`src/rtl/calc1_add_responder.sv`:
```
// Two-operand command responder: accepts a command with operand 1, takes operand 2
// on the next cycle, computes in EXEC and presents a one-cycle registered response.
module calc1_add_responder #(
  parameter int WIDTH = 32
) (
  input  logic             clk,
  input  logic             rst_n,
  input  logic [3:0]       cmd_in,
  input  logic [WIDTH-1:0] data_in,
  output logic [1:0]       resp_out,
  output logic [WIDTH-1:0] data_out,
  output logic             busy
);

  typedef enum logic [1:0] {
    IDLE = 2'd0,
    OP2  = 2'd1,
    EXEC = 2'd2,
    RESP = 2'd3
  } state_t;

  localparam logic [3:0] CMD_NOP = 4'd0;
  localparam logic [3:0] CMD_ADD = 4'd1;
  localparam logic [3:0] CMD_SUB = 4'd2;
  localparam logic [3:0] CMD_SHL = 4'd5;
  localparam logic [3:0] CMD_SHR = 4'd6;

  localparam logic [1:0] RESP_NONE = 2'd0;
  localparam logic [1:0] RESP_OK   = 2'd1;
  localparam logic [1:0] RESP_ERR  = 2'd2;

  state_t           state_q, state_d;
  logic [3:0]       cmd_q, cmd_d;
  logic [WIDTH-1:0] op1_q, op1_d;
  logic [WIDTH-1:0] op2_q, op2_d;
  logic [1:0]       resp_q, resp_d;
  logic [WIDTH-1:0] data_q, data_d;
  logic             busy_q, busy_d;

  logic [WIDTH:0]   add_sum;
  logic [4:0]       shamt;
  logic [1:0]       exec_resp;
  logic [WIDTH-1:0] exec_data;

  assign add_sum = {1'b0, op1_q} + {1'b0, op2_q};
  assign shamt   = op2_q[4:0];

  // Result of the latched command; errors always report a zero data word.
  always_comb begin
    exec_resp = RESP_ERR;
    exec_data = '0;
    case (cmd_q)
      CMD_ADD: begin
        if (!add_sum[WIDTH]) begin
          exec_resp = RESP_OK;
          exec_data = add_sum[WIDTH-1:0];
        end
      end
      CMD_SUB: begin
        if (op2_q <= op1_q) begin
          exec_resp = RESP_OK;
          exec_data = op1_q - op2_q;
        end
      end
      CMD_SHL: begin
        exec_resp = RESP_OK;
        exec_data = op1_q << shamt;
      end
      CMD_SHR: begin
        exec_resp = RESP_OK;
        exec_data = op1_q >> shamt;
      end
      default: begin
        exec_resp = RESP_ERR;
        exec_data = '0;
      end
    endcase
  end

  always_comb begin
    state_d = state_q;
    cmd_d   = cmd_q;
    op1_d   = op1_q;
    op2_d   = op2_q;
    resp_d  = RESP_NONE;
    data_d  = '0;
    case (state_q)
      IDLE: begin
        if (cmd_in != CMD_NOP) begin
          cmd_d   = cmd_in;
          op1_d   = data_in;
          state_d = OP2;
        end
      end
      OP2: begin
        op2_d   = data_in;
        state_d = EXEC;
      end
      EXEC: begin
        resp_d  = exec_resp;
        data_d  = exec_data;
        state_d = RESP;
      end
      RESP: begin
        state_d = IDLE;
      end
      default: begin
        state_d = IDLE;
      end
    endcase
    busy_d = (state_d != IDLE);
  end

  always_ff @(posedge clk or negedge rst_n) begin
    if (!rst_n) begin
      state_q <= IDLE;
      cmd_q   <= CMD_NOP;
      op1_q   <= '0;
      op2_q   <= '0;
      resp_q  <= RESP_NONE;
      data_q  <= '0;
      busy_q  <= 1'b0;
    end else begin
      state_q <= state_d;
      cmd_q   <= cmd_d;
      op1_q   <= op1_d;
      op2_q   <= op2_d;
      resp_q  <= resp_d;
      data_q  <= data_d;
      busy_q  <= busy_d;
    end
  end

  assign resp_out = resp_q;
  assign data_out = data_q;
  assign busy     = busy_q;

endmodule
```
`config.mk`:
```
export PLATFORM = sky130hd
export DESIGN_NAME = calc1_add_responder
export DESIGN_NICKNAME = d
export VERILOG_FILES = /design/src/rtl/calc1_add_responder.sv
export SDC_FILE = /design/constraint.sdc
export NUM_CORES = 1
export LEC_CHECK = 0
export ABC_AREA = 1
export CAP_MARGIN = 15
export CORE_ASPECT_RATIO = 1.5
export CORE_MARGIN = 4
export CORE_UTILIZATION = 46
export CTS_CLUSTER_DIAMETER = 30
export DETAILED_ROUTE_END_ITERATION = 16
export GPL_TIMING_DRIVEN = 0
export PLACE_DENSITY_LB_ADDON = 0.05
export SLEW_MARGIN = 20
export SYNTH_ARGS = -nofsm -noshare
export SYNTH_HDL_FRONTEND = slang
export SYNTH_SLANG_ARGS = --single-unit
```
`constraint.sdc`:
```
create_clock -name clk -period 3.4 [get_ports clk]
set_clock_uncertainty 0.05 [all_clocks]
set_input_delay 0.51 -clock clk [delete_from_list [all_inputs] [get_ports clk]]
set_output_delay 0.51 -clock clk [all_outputs]
set_load 0.02 [all_outputs]
```
==> run metrics, run 1 <==
Final min period approximately 3.3 ns; Worst-Margin Slew 1.01 ns; post-synthesis cell type count 49; number of core rows 74; total of max-cap violations 0; WP data required 3.61 ns; delay of the slowest cell on the worst path 0.40 ns; syn avg cell area roughly 5.7 um^2; DRC Markers 0; kind of critical path reg2reg; unrepaired setup endpoints after global routing false; Worst Path Buf+Inv 4; CP top delay family simple AND/OR/NAND/NOR gates; multiplexer area fraction after synthesis 2.76%; first drt pass iteration count 8; largest net degree at the start of global routing 55; initial antenna violation count 0; Wirelength per Cell 23.5 um; initial drt markers 1616; post-synthesis cell count 2230; worst setup path start op2_q[3]; status complete, no violations; antenna-violating nets left 0; combinational family with the most area after synthesis simple AND/OR/NAND/NOR gates; Post-Synth XOR/XNOR Area 1.51%; endpoints failing setup 0; Vias 15271; CP max-delay cell dfrtp_1; EDFF count, synth 0; synth warn 0; Seq/Total Area, Yosys 20.6%; Setup Fix Bufs, Post-CTS 0; Area contributors post-synth nand2_1, dfrtp_1, nand3_1; DIE HEIGHT ~210 um; Die X between 100 and 150 um; first-pass GRT wire length 90800 um; Yosys top cell by area nand2_1; area grow syn2layout 11.8%; fillers 2921; Achievable Freq 306 MHz; gr ovfl total 0; number of global-route vias before repair 15139; Initial Util between 40% and 50%; Most used DFF post-synth dfrtp_1; Reg2Reg Launch Point op2_q[3]; Simple-Gate Fraction of Synth Area 45.3%; r2r endpoint data_out[25]; fin nets 2418; Tcrit/Tclk final 96.1%; Synth top area share around 23%; area of the multi-input gates 8300 um^2; Final Util 52.1%; clk sinks 105; IO Port Bufs 72; vias per cell ~5.7; Clk Latency, worst-skew pair 0.40 ns; critical path fanouts, max 15; Critical Path End Type flop; IO Pins 73; final WL 62400 um; worst hold-check path type in2async; Max Slew Vio Count 0; r2r setup slk 0.13 ns; total CTS buffers 9; Clk pin slew, worst setup/hold paths 0.07 ns; share of cells above drive strength 1 7.30%; total core area 27300 um^2; Fin. Hold Viols 0; CTS tree yes; Synth Area in Adders about 7%; CTS Buffer Depth 2; Worst slew margin around 33%; all-layer global routing usage 40.9%; crit path DAT 3.48 ns; Reg2Reg Depth 19; nature of the critical path startpoint flop; CP cell instances clkbuf_4 -> clkinv_4 -> clkbuf_4 -> ha_2 -> nor2_1 -> nand2_1 -> nand3_1 -> nand2_1 -> nand2_2 -> nand2_2 -> nand2_2 -> nand2_2 -> nand2_4 -> nor2_8 -> buf_6 -> nand2_1 -> nand2_1 -> nor2_1 -> nor2_1; Clk Tree Root Cell clkbuf_16; Register Area 2630 um^2; Post-synth ARST share 100%; post-DP HPWL 51400 um; cell area after synthesis 12700 um^2; syn_nets 2338; GPL Wtd Cong 1.11; Synth Register Bits between 100 and 150; H-Tree Depth 3; Compound-Gate Fraction of Synth Area 8.50%; DIE AREA 30500 um^2
## registers in the layout, indices dropped and copies added (netlist names)
name	flops
busy	1
state_q	2
op2_q	32
op1_q	32
data_out	32
cmd_q	4
resp_out	2
## how the worst max path moves through the flow
stage                    to  slack (ns)  cells past startpoint
2_1_floorplan  data_out[24]        0.59                     20
3_3_place_gp    data_out[0]       -2.05                      1
3_5_place_dp   data_out[25]       -0.75                     20
4_1_cts        data_out[25]        0.04                     19
5_1_grt        data_out[25]        0.02                     19
6_report       data_out[25]        0.13                     19
## cell families after synthesis
group	Yosys count
AOI/OAI and AO/OA	192
DFF	105
xor gates and xnor gates	22
adders and majority gates	70
buffers and inverters	453
muxes	32
and+or+nand+nor	1356
## repair_timing
item,CTS,global route
gates resized for setup,5,7
pin swaps,0,0
setup endpoints to repair,34,18
hold buffers,0,0
## synth_stat cells (6+ instances only)
cell	instances
mux2_2	25
xor2_1	21
nand2_1	764
nand3_2	8
o21ai_0	57
a21oi_1	89
ha_1	68
nor2_2	7
clkbuf_1	30
nor3_1	14
nand2_2	21
mux2i_1	7
inv_2	18
nand4_1	22
nand3_1	279
inv_1	338
nor2_1	212
buf_1	14
o21a_1	6
o211ai_1	20
buf_2	40
dfrtp_1	105
## metrics by stage
step           cells  setup TNS (ns)  setup slack [ns]  area [um^2]  hold slack, ns
2_1_floorplan   2230               0             0.593        12700           0.164
3_3_place_gp    2644         -233.66             -2.05        13900           0.463
3_5_place_dp    2645          -20.42            -0.752        13900           0.446
4_1_cts         2659               0            0.0402        14200          0.0286
5_1_grt         2657               0            0.0180        14200          0.0554
6_report        2658               0             0.134        14200          0.0186
## routing by layer
layer	part of all wire, %	track usage, %	up-vias
met2	48	69.9	810
met1	34	42.2	7020
met3	6.5	5.81	332
met4	12	37.5	0
li1	-	-	7109
met5	0	0	-
## placed cells by master (no fill, tap or decap), types with 4 or more instances in the layout
| cell type | netlist | final |
|---|---|---|
| nand2_1 | 764 | 763 |
| o21a_1 | 6 | 6 |
| and3_1 | 4 | 4 |
| xor2_1 | 21 | 21 |
| mux2_2 | 25 | 25 |
| o21ai_0 | 57 | 57 |
| nand4_1 | 22 | 22 |
| clkbuf_16 | 0 | 9 |
| o211ai_1 | 20 | 20 |
| nor2_2 | 7 | 7 |
| buf_4 | 5 | 6 |
| clkdlybuf4s50_1 | 0 | 71 |
| nand2_2 | 21 | 22 |
| inv_2 | 18 | 16 |
| nand3_2 | 8 | 8 |
| and2_1 | 4 | 4 |
| nor3_2 | 4 | 4 |
| mux2i_1 | 7 | 7 |
| o21bai_1 | 5 | 5 |
| ha_1 | 68 | 67 |
| clkbuf_1 | 30 | 26 |
| buf_1 | 14 | 14 |
| nand2_4 | 4 | 4 |
| nand3_1 | 279 | 279 |
| buf_6 | 5 | 6 |
| inv_1 | 338 | 338 |
| a21oi_1 | 89 | 89 |
| nor2_1 | 212 | 212 |
| dfrtp_1 | 105 | 105 |
| nor3_1 | 14 | 14 |
| buf_2 | 40 | 37 |
## worst reg2reg max path: stages (launching register included)
cell	delay [ns]
dfrtp_1	0.40
clkbuf_4	0.23
clkinv_4	0.18
clkbuf_4	0.30
ha_2	0.38
nor2_1	0.17
nand2_1	0.07
nand3_1	0.15
nand2_1	0.09
nand2_2	0.11
nand2_2	0.06
nand2_2	0.11
nand2_2	0.08
nand2_4	0.09
nor2_8	0.05
buf_6	0.15
nand2_1	0.07
nand2_1	0.05
nor2_1	0.28
nor2_1	0.07
## cell type report
| class | count | area share, % |
|---|---|---|
| Sequential cell | 105 | 18.5 |
| Inverter | 358 | 9.51 |
| Buffer | 91 | 3.28 |
| Timing Repair Buffer | 73 | 5.26 |
| Antenna cell | 1 | 0.0176 |
| Clock buffer | 10 | 1.68 |
| Clock inverter | 6 | 0.510 |
| Tap cell | 342 | 3.01 |
| Multi-Input combinational cell | 1672 | 58.3 |
Power of run 1 is not shown: default switching activity piles up to over one toggle a cycle in this logic, so the estimate is an artifact.
==> run 2: changes to the inputs <==
- SLEW_MARGIN: 20 -> 0
==> run metrics, run 2 (synthesis gave the netlist of run 1 again) <==
initial drt markers 1616 (unchanged); DIE HEIGHT 212 um (unchanged); total CTS buffers 9 (unchanged); gr ovfl total 0 (unchanged); area grow syn2layout 11.7% (was 11.8%); total of max-cap violations 0 (unchanged); most frequent cells in the layout nand2_1, inv_1, nand3_1, nor2_1, dfrtp_1 (unchanged); DRC Markers 0 (unchanged); Die X 144 um (unchanged); number of core rows 74 (unchanged); nature of the critical path startpoint flop (unchanged); clk sinks 105 (unchanged); Worst-Margin Slew 1.01 ns (about the same); Tcrit/Tclk final 95.8% (was 96.1%); cts hold-fix bufs 0 (unchanged); total core area 27300 um^2 (unchanged); all-layer global routing usage 40.9% (unchanged); worst hold-check path type in2async (unchanged); critical path fanouts, max 15 (unchanged); vias per cell 5.75 (about the same); fin nets 2418 (unchanged); commonest non-fill, non-tap cell in the layout nand2_1 (unchanged); status complete, no violations (unchanged); fillers 2922 (was 2921); unrepaired setup endpoints after global routing false (unchanged); Vias 15274 (was 15271); Wirelength per Cell 23.5 um (about the same); Initial Util 46.6% (unchanged); Fin. Hold Viols 0 (unchanged); IO Port Bufs 72 (unchanged); DIE AREA 30500 um^2 (unchanged); CTS Buffer Depth 2 (unchanged); antenna-violating nets left 0 (unchanged); IO Pins 73 (unchanged); Fin Setup TNS 0 ns (unchanged); WP data required 3.61 ns (about the same); Clk pin slew, worst setup/hold paths 0.07 ns (about the same); Clk Latency, worst-skew pair 0.40 ns (about the same); H-Tree Depth 3 (unchanged); CTS tree yes (unchanged); final WL 62600 um (was 62400 um); Final min period 3.26 ns (was 3.27 ns); Worst slew margin 32.4% (was 32.6%); GPL Wtd Cong 1.11 (unchanged); share of cells above drive strength 1 7.30% (unchanged); initial antenna violation count 0 (unchanged); Critical Path End Type flop (unchanged); largest net degree at the start of global routing 55 (unchanged); crit path DAT 3.47 ns (was 3.48 ns); Clk Tree Root Cell clkbuf_16 (unchanged); Achievable Freq 307 MHz (was 306 MHz); endpoints failing setup 0 (unchanged); first-pass GRT wire length 90800 um (unchanged); Max Slew Vio Count 0 (unchanged); Hold Slack 0.121 ns (was 0.0186 ns); post-DP HPWL 51400 um (about the same); number of global-route vias before repair 15139 (unchanged); kind of critical path reg2reg (unchanged); first drt pass iteration count 8 (unchanged)
## run 2: cell types whose count changed in the layout (fill, tap and decap cells not counted)
| cell | before | now |
|---|---|---|
| buf_6 | 6 | 5 |
| buf_4 | 6 | 7 |
## run 2: through the flow
| stage | util [%] | worst slack (ns) | instances | area, um^2 |
|---|---|---|---|---|
| after floorplan | - | 0.593 | 2230 | 12700 |
| after global placement | 50.8 | -2.05 | 2644 | 13900 |
| after detailed placement | 50.9 | -0.752 | 2645 | 13900 |
| after CTS | 52.1 | 0.0402 | 2659 | 14200 |
| after global routing | 52.1 | 0.0180 | 2657 | 14200 |
| final | 52.1 | 0.142 | 2658 | 14200 |
## run 2: cell type report
cell class	instances	area [um^2]	area share [%]
clock buffers	10	239	1.68
repair buffers	73	746	5.24
inverters	358	1350	9.51
flip-flops and latches	105	2630	18.5
diodes	1	2.50	0.0176
clock inverters	6	72.6	0.510
multi-input cells	1672	8300	58.3
well taps	342	428	3.01
plain buffers	91	467	3.28
## run 2: worst max-delay path: stages (launching register included)
cell and delay [ns]:
dfrtp_1 0.40, clkbuf_4 0.23, clkinv_4 0.17, clkbuf_4 0.30
ha_2 0.38, nor2_1 0.17, nand2_1 0.07, nand3_1 0.15
nand2_1 0.09, nand2_2 0.11, nand2_2 0.06, nand2_2 0.11
nand2_2 0.08, nand2_4 0.08, nor2_8 0.05, buf_6 0.15
nand2_1 0.07, nand2_1 0.05, nor2_1 0.28, nor2_1 0.07
## run 2: repair_timing
item / in CTS / in global routing
buffers inserted: 0 / 0
setup endpoints to repair: 34 / 18
pin swaps: 0 / 0
gates resized for setup: 5 / 7
hold endpoints to repair: 0 / 0
## run 2: layer usage
metal | part of all wire [%] | up-vias | global-route usage (%) | wire length (um)
met2 | 48 | 822 | 69.9 | 29900
met3 | 6.7 | 334 | 5.81 | 4210
met5 | 0 | - | 0 | 0
li1 | - | 7106 | - | -
met1 | 33 | 7012 | 42.2 | 20900
met4 | 12 | 0 | 37.5 | 7480
## run 2: path summary, 6_finish.rpt
path,startpoint,slack (ns),end,depth (start not counted)
setup / recovery,op2_q[3],0.14,data_out[25],19
hold / removal,rst_n,0.12,op1_q[11],1
setup reg to reg,op2_q[3],0.14,data_out[25],19
hold reg to reg,cmd_q[0],0.49,cmd_q[0],2
max in group asynchronous,rst_n,2.46,op2_q[28],2
min in group clk,cmd_q[0],0.49,cmd_q[0],2
Power of run 2 is left out for the same reason.
==> run 3: changes to the inputs <==
- GPL_TIMING_DRIVEN: 0 -> 1
- SETUP_SLACK_MARGIN: unset -> 0.3
==> run metrics, run 3 (synthesis gave the netlist of run 1 again) <==
DRC Markers 0 (unchanged); Die X 144 um (unchanged); Worst Path Buf+Inv 2 (was 4); GPL Wtd Cong 1.01 (was 1.11); Reg2Reg Depth 12 (was 19); first drt pass iteration count 7 (was 8); post-placement cell count 2573 (was 2645); unrepaired setup endpoints after global routing false (unchanged); Clk Latency, worst-skew pair 0.40 ns (about the same); Vias 14447 (was 15274); Tcrit/Tclk final 88.1% (was 95.8%); critical path fanouts, max 8 (was 15); Initial Util 46.6% (unchanged); share of cells above drive strength 1 6.67% (was 7.30%); CP max-delay cell ha_1 (was dfrtp_1); initial antenna violation count 1 (was 0); final WL 52500 um (was 62600 um); clk sinks 105 (unchanged); first-pass GRT wire length 78400 um (was 90800 um); CTS Buffer Depth 2 (unchanged); Final Util 51.1% (was 52.1%); fin nets 2351 (was 2418); number of core rows 74 (unchanged); nature of the critical path startpoint flop (unchanged); Max Slew Vio Count 0 (unchanged); Critical Path End Type flop (unchanged); Fin Setup TNS 0 ns (unchanged); final non-filler cell total 2590 (was 2658); antenna-violating nets left 0 (unchanged); Achievable Freq 334 MHz (was 307 MHz); largest net degree at the start of global routing 71 (was 55); IO Pins 73 (unchanged); number of diodes 0 (was 1); DIE HEIGHT 212 um (unchanged); Final min period 3.00 ns (was 3.26 ns); total core area 27300 um^2 (unchanged); Wirelength per Cell 20.3 um (was 23.5 um); Fin. Hold Viols 0 (unchanged); total CTS buffers 9 (unchanged); gr ovfl total 0 (unchanged); Reg2Reg Launch Point op1_q[17] (was op2_q[3]); commonest non-fill, non-tap cell in the layout nand2_1 (unchanged); WP data required 3.64 ns (was 3.61 ns); worst hold-check path type in2async (unchanged); Critical Path Stages 12 (was 19); endpoints failing setup 0 (unchanged); Clk Tree Root Cell clkbuf_16 (unchanged); r2r endpoint data_out[19] (was data_out[25]); fillers 2967 (was 2922); cts hold-fix bufs 0 (unchanged); DIE AREA 30500 um^2 (unchanged); delay of the slowest cell on the worst path 0.51 ns (was 0.40 ns); worst setup path start op1_q[17] (was op2_q[3]); most frequent cells in the layout nand2_1, inv_1, nand3_1, nor2_1, dfrtp_1 (unchanged); CP cell instances ha_1 -> nand2_1 -> nor2_1 -> inv_1 -> nor2_1 -> nand4_1 -> nand4_1 -> nand2_1 -> nand2_2 -> nand3_2 -> nand2_1 -> inv_1 (was clkbuf_4 -> clkinv_4 -> clkbuf_4 -> ha_2 -> nor2_1 -> nand2_1 -> nand3_1 -> nand2_1 -> nand2_2 -> nand2_2 -> nand2_2 -> nand2_2 -> nand2_4 -> nor2_8 -> buf_6 -> nand2_1 -> nand2_1 -> nor2_1 -> nor2_1); area grow syn2layout 9.60% (was 11.7%); Clk pin slew, worst setup/hold paths 0.08 ns (was 0.07 ns); Worst-Margin Slew 0.994 ns (was 1.01 ns); initial drt markers 1255 (was 1616); H-Tree Depth 3 (unchanged); Critical Path Most Common Cell nand2_1; r2r setup slk 0.40 ns (was 0.14 ns); kind of critical path reg2reg (unchanged); Worst slew margin 33.7% (was 32.4%); all-layer global routing usage 34.3% (was 40.9%); total of max-cap violations 0 (unchanged); vias per cell 5.58 (was 5.75); CP top delay family simple AND/OR/NAND/NOR gates (unchanged); IO Port Bufs 72 (unchanged); number of global-route vias before repair 13871 (was 15139); post-DP HPWL 41100 um (was 51400 um); CTS tree yes (unchanged); status complete, no violations (unchanged); Worst Setup EP data_out[19] (was data_out[25]); crit path DAT 3.24 ns (was 3.47 ns)
run 3: changes by cell type in the layout (fill, tap and decap cells not counted), moves of 4 or more:
cell and change:
buf_4 +15, buf_6 -5, buf_12 +4, buf_1 -14, clkbuf_1 -26, buf_2 -37
run 3: cell type report:
| class | count | area [um^2] | share of cell area, % |
|---|---|---|---|
| sequential | 105 | 2630 | 18.8 |
| multi-input combinational | 1672 | 8310 | 59.6 |
| clock buffer | 9 | 225 | 1.61 |
| inverter | 358 | 1340 | 9.63 |
| timing repair buffer | 97 | 956 | 6.85 |
| clock inverter | 7 | 61.3 | 0.439 |
| tap | 342 | 428 | 3.07 |
run 3: worst min-delay path by stage:
stage	end	cells after the start	from
6_report	op1_q[7]	1	rst_n
5_1_grt	op1_q[7]	1	rst_n
4_1_cts	op1_q[7]	1	rst_n
3_5_place_dp	cmd_q[1]	1	cmd_q[1]
3_3_place_gp	cmd_q[0]	2	cmd_q[0]
2_1_floorplan	busy	0	rst_n
run 3: per-stage QoR:
step / instance area (um^2) / hold WS, ns / worst slack (ns)
detailed placement: 13700 / 0.497 / 0.399
global placement: 13700 / 0.462 / 0.447
global route: 14000 / 0.165 / 0.303
floorplan: 12700 / 0.164 / 0.593
finish: 14000 / 0.0954 / 0.404
CTS: 13900 / 0.118 / 0.368
run 3: timing repair:
action	4_1_cts	5_1_grt
setup buffers	0	1
resized for setup	0	4
endpoints found under the setup margin	0	9
run 3: metal layers:
layer	global-route usage (%)	part of all wire, %	vias up
met4	20.1	6.5	2
met3	3.75	5.5	165
met1	40.8	39	6717
met2	58.9	49	592
li1	-	-	6971
met5	0	0.021	-
Power of run 3 is left out for the same reason.
==> RTL edit (settings of run 3) <==
Change the parameter `WIDTH` from 32 to 16.
--- a/src/rtl/calc1_add_responder.sv
+++ b/src/rtl/calc1_add_responder.sv
@@ -1,7 +1,7 @@
 // Two-operand command responder: accepts a command with operand 1, takes operand 2
 // on the next cycle, computes in EXEC and presents a one-cycle registered response.
 module calc1_add_responder #(
-  parameter int WIDTH = 32
+  parameter int WIDTH = 16
 ) (
   input  logic             clk,
   input  logic             rst_n,
Interface: changed (resized data_in and data_out); port bits go from 73 to 41. The function was not compared with the original's and may differ.
==> RTL edit against run 3 <==
  * Routed wire length fell by 61%
  * Non-clock buffer count fell by 47
  * Highest routed layer is now met4
  * Critical endpoint is now data_out[14]
  * Synthesized cell count fell by 58%
  * Die area fell by 54%
  * Sequential share of layout area rose by 3.2 points
  * Count of clock-buffer cells in the layout rose by 1
  * Synthesized area fell by 56%
  * Largest cell class unchanged
  * Cell area fell by 54%
  * Critical path depth rose by 2
  * Setup slack improved by 0.16 ns
  * Sequential cell count fell by 48
Power is left out: the tool's default activity adds up to more than one toggle a clock period on the data nets, which glitch-free logic cannot reach.
==> RTL edit: results (changes against run 3) <==
** Outcome
- The run finished with clean final reports.

** GRT
- The aggregate global-route resource usage was 29.8% (-4.5 points).
- The via count of the first global-routing pass was 6153 (-56%).
- Pin count of the biggest net entering global routing :: 41 (-42%)
- Wire length of the first global-routing pass :: 32100 µm (-59%)
- Antenna violations before repair :: 0 (-1)

** Setup path
- Register-to-register setup slack :: 0.56 ns (+0.16 ns)
- Largest fanout of any net on the critical path :: 14 (+6)
- The data arrival time of the critical path came to 3.06 ns (-0.18 ns).
- Slowest cell delay on critical path :: 0.54 ns (+0.03 ns)
- Cell with the biggest individual delay on the critical path :: sky130_fd_sc_hd__dfrtp_1
- Kind of cell with the highest combined delay on the critical path :: simple AND/OR/NAND/NOR gates

** CTS
- The tree is rooted in a sky130_fd_sc_hd__clkbuf_16.
- The clock buffer count from CTS was 9 (unchanged).
- The H-tree depth came to 3 (unchanged).
- The clock transition at the registers of the reported paths is 0.06 ns (-0.02 ns).
- Maximum count of clock buffers along a single path :: 2 (unchanged)
- Clock latency at the later pin of the worst-skew pair :: 0.33 ns (-0.07 ns)

** Synthesis
- The number of synthesis warnings is 0 (unchanged).
- Largest cells by area after synthesis :: sky130_fd_sc_hd__dfrtp_1, sky130_fd_sc_hd__nand2_1, sky130_fd_sc_hd__inv_1, sky130_fd_sc_hd__nand3_1, sky130_fd_sc_hd__ha_1
- The most used flip-flop cell after synthesis is sky130_fd_sc_hd__dfrtp_1.
- Cell types with the highest counts after synthesis :: sky130_fd_sc_hd__nand2_1, sky130_fd_sc_hd__inv_1, sky130_fd_sc_hd__nor2_1, sky130_fd_sc_hd__nand3_1, sky130_fd_sc_hd__dfrtp_1
- Net count after synthesis :: 986 (-58%)
- The portion of the post-synthesis area used by sequential elements came to 25.2% (+4.6 points).
- Share of synthesized registers carrying an async set or reset :: 100% (unchanged)
- The unique cell type count in the Yosys netlist is 40 (-18%).

** Routing
- The number of optimization iterations in the first detailed-route pass came to 5 (-2).
- The via count normalized by instance count came to 5.48 (-1.8%).
- The post-detailed-route wirelength per cell is 18.5 µm (-8.6%).
- Violation count after the first detailed-routing iteration :: 350 (-72%)

** Worst hold path
- Class of the worst hold path :: in -> async

** Placed design
- Estimated wirelength of the detail-placed design :: 16700 µm (-59%)
- The placer's final routability congestion estimate is 1.01 (+0.31%).
- Port-buffer cells :: 40 (-44%)

** Timing
- Relative slew margins :: 33.7% (about the same)

** Finish
- Fraction of final layout cells with drive strength greater than 1 :: 7.60% (+0.92 points)
- Total Nets Final :: 1016 (-57%)
- Antenna cell count :: 0 (unchanged)
- Fillers :: 1247 (-58%)
## RTL edit: logic make-up (layout without fill, tap and decap cells)
group / count (synthesis) / in the layout / share of synthesized area (%)
adder cells (fa/ha/maj): 38 / 38 / 8.67
buffers and inverters: 166 / 201 / 11.8
flip-flops: 57 / 57 / 25.2
AND/OR/NAND/NOR: 556 / 556 / 41.7
XOR/XNOR: 12 / 12 / 1.86
multiplexers: 10 / 10 / 1.99
AO/OA/AOI/OAI: 87 / 87 / 8.74
## RTL edit: cell type report
cell class / count / area (µm²) / area share (%)
clock buffer: 10 / 239 / 3.70
multi-input combinational: 703 / 3570 / 55.2
tap: 153 / 191 / 2.96
clock inverter: 6 / 43.8 / 0.678
timing repair buffer: 50 / 483 / 7.48
inverter: 135 / 507 / 7.85
sequential: 57 / 1430 / 22.1
## RTL edit: layer usage
layer / track usage, % / wire length (µm) / up-vias
li1: - / - / 2964
met1: 32.6 / 7690 / 2799
met2: 53.8 / 10400 / 255
met3: 3.84 / 1060 / 83
met4: 19.3 / 1450 / 0
met5: 0 / 0 / -
## RTL edit: repair_timing
action,4_1_cts,5_1_grt
resized for setup,0,1
buffers inserted,0,0
hold buffers,0,0
setup endpoints to repair,0,1
## RTL edit: through the flow
step | cell area (µm²) | worst slack [ns] | cells | hold slack, ns | util (%)
2_1_floorplan | 5650 | 0.976 | 926 | 0.164 | -
3_3_place_gp | 6170 | 0.626 | 1098 | 0.482 | 51.4
5_1_grt | 6460 | 0.353 | 1114 | 0.352 | 53.7
4_1_cts | 6460 | 0.498 | 1114 | 0.332 | 53.7
6_report | 6460 | 0.563 | 1114 | 0.282 | 53.7
3_5_place_dp | 6170 | 0.511 | 1098 | 0.491 | 51.4
## RTL edit: path summary, 6_finish.rpt
kind | from | end | cells past startpoint
max | op2_q[4] | data_out[14] | 14
min | rst_n | resp_out[0] | 1
max reg2reg | op2_q[4] | data_out[14] | 14
min reg2reg | cmd_q[2] | cmd_q[2] | 2
max in group asynchronous | rst_n | op1_q[6] | 2
min in group clk | cmd_q[2] | cmd_q[2] | 2
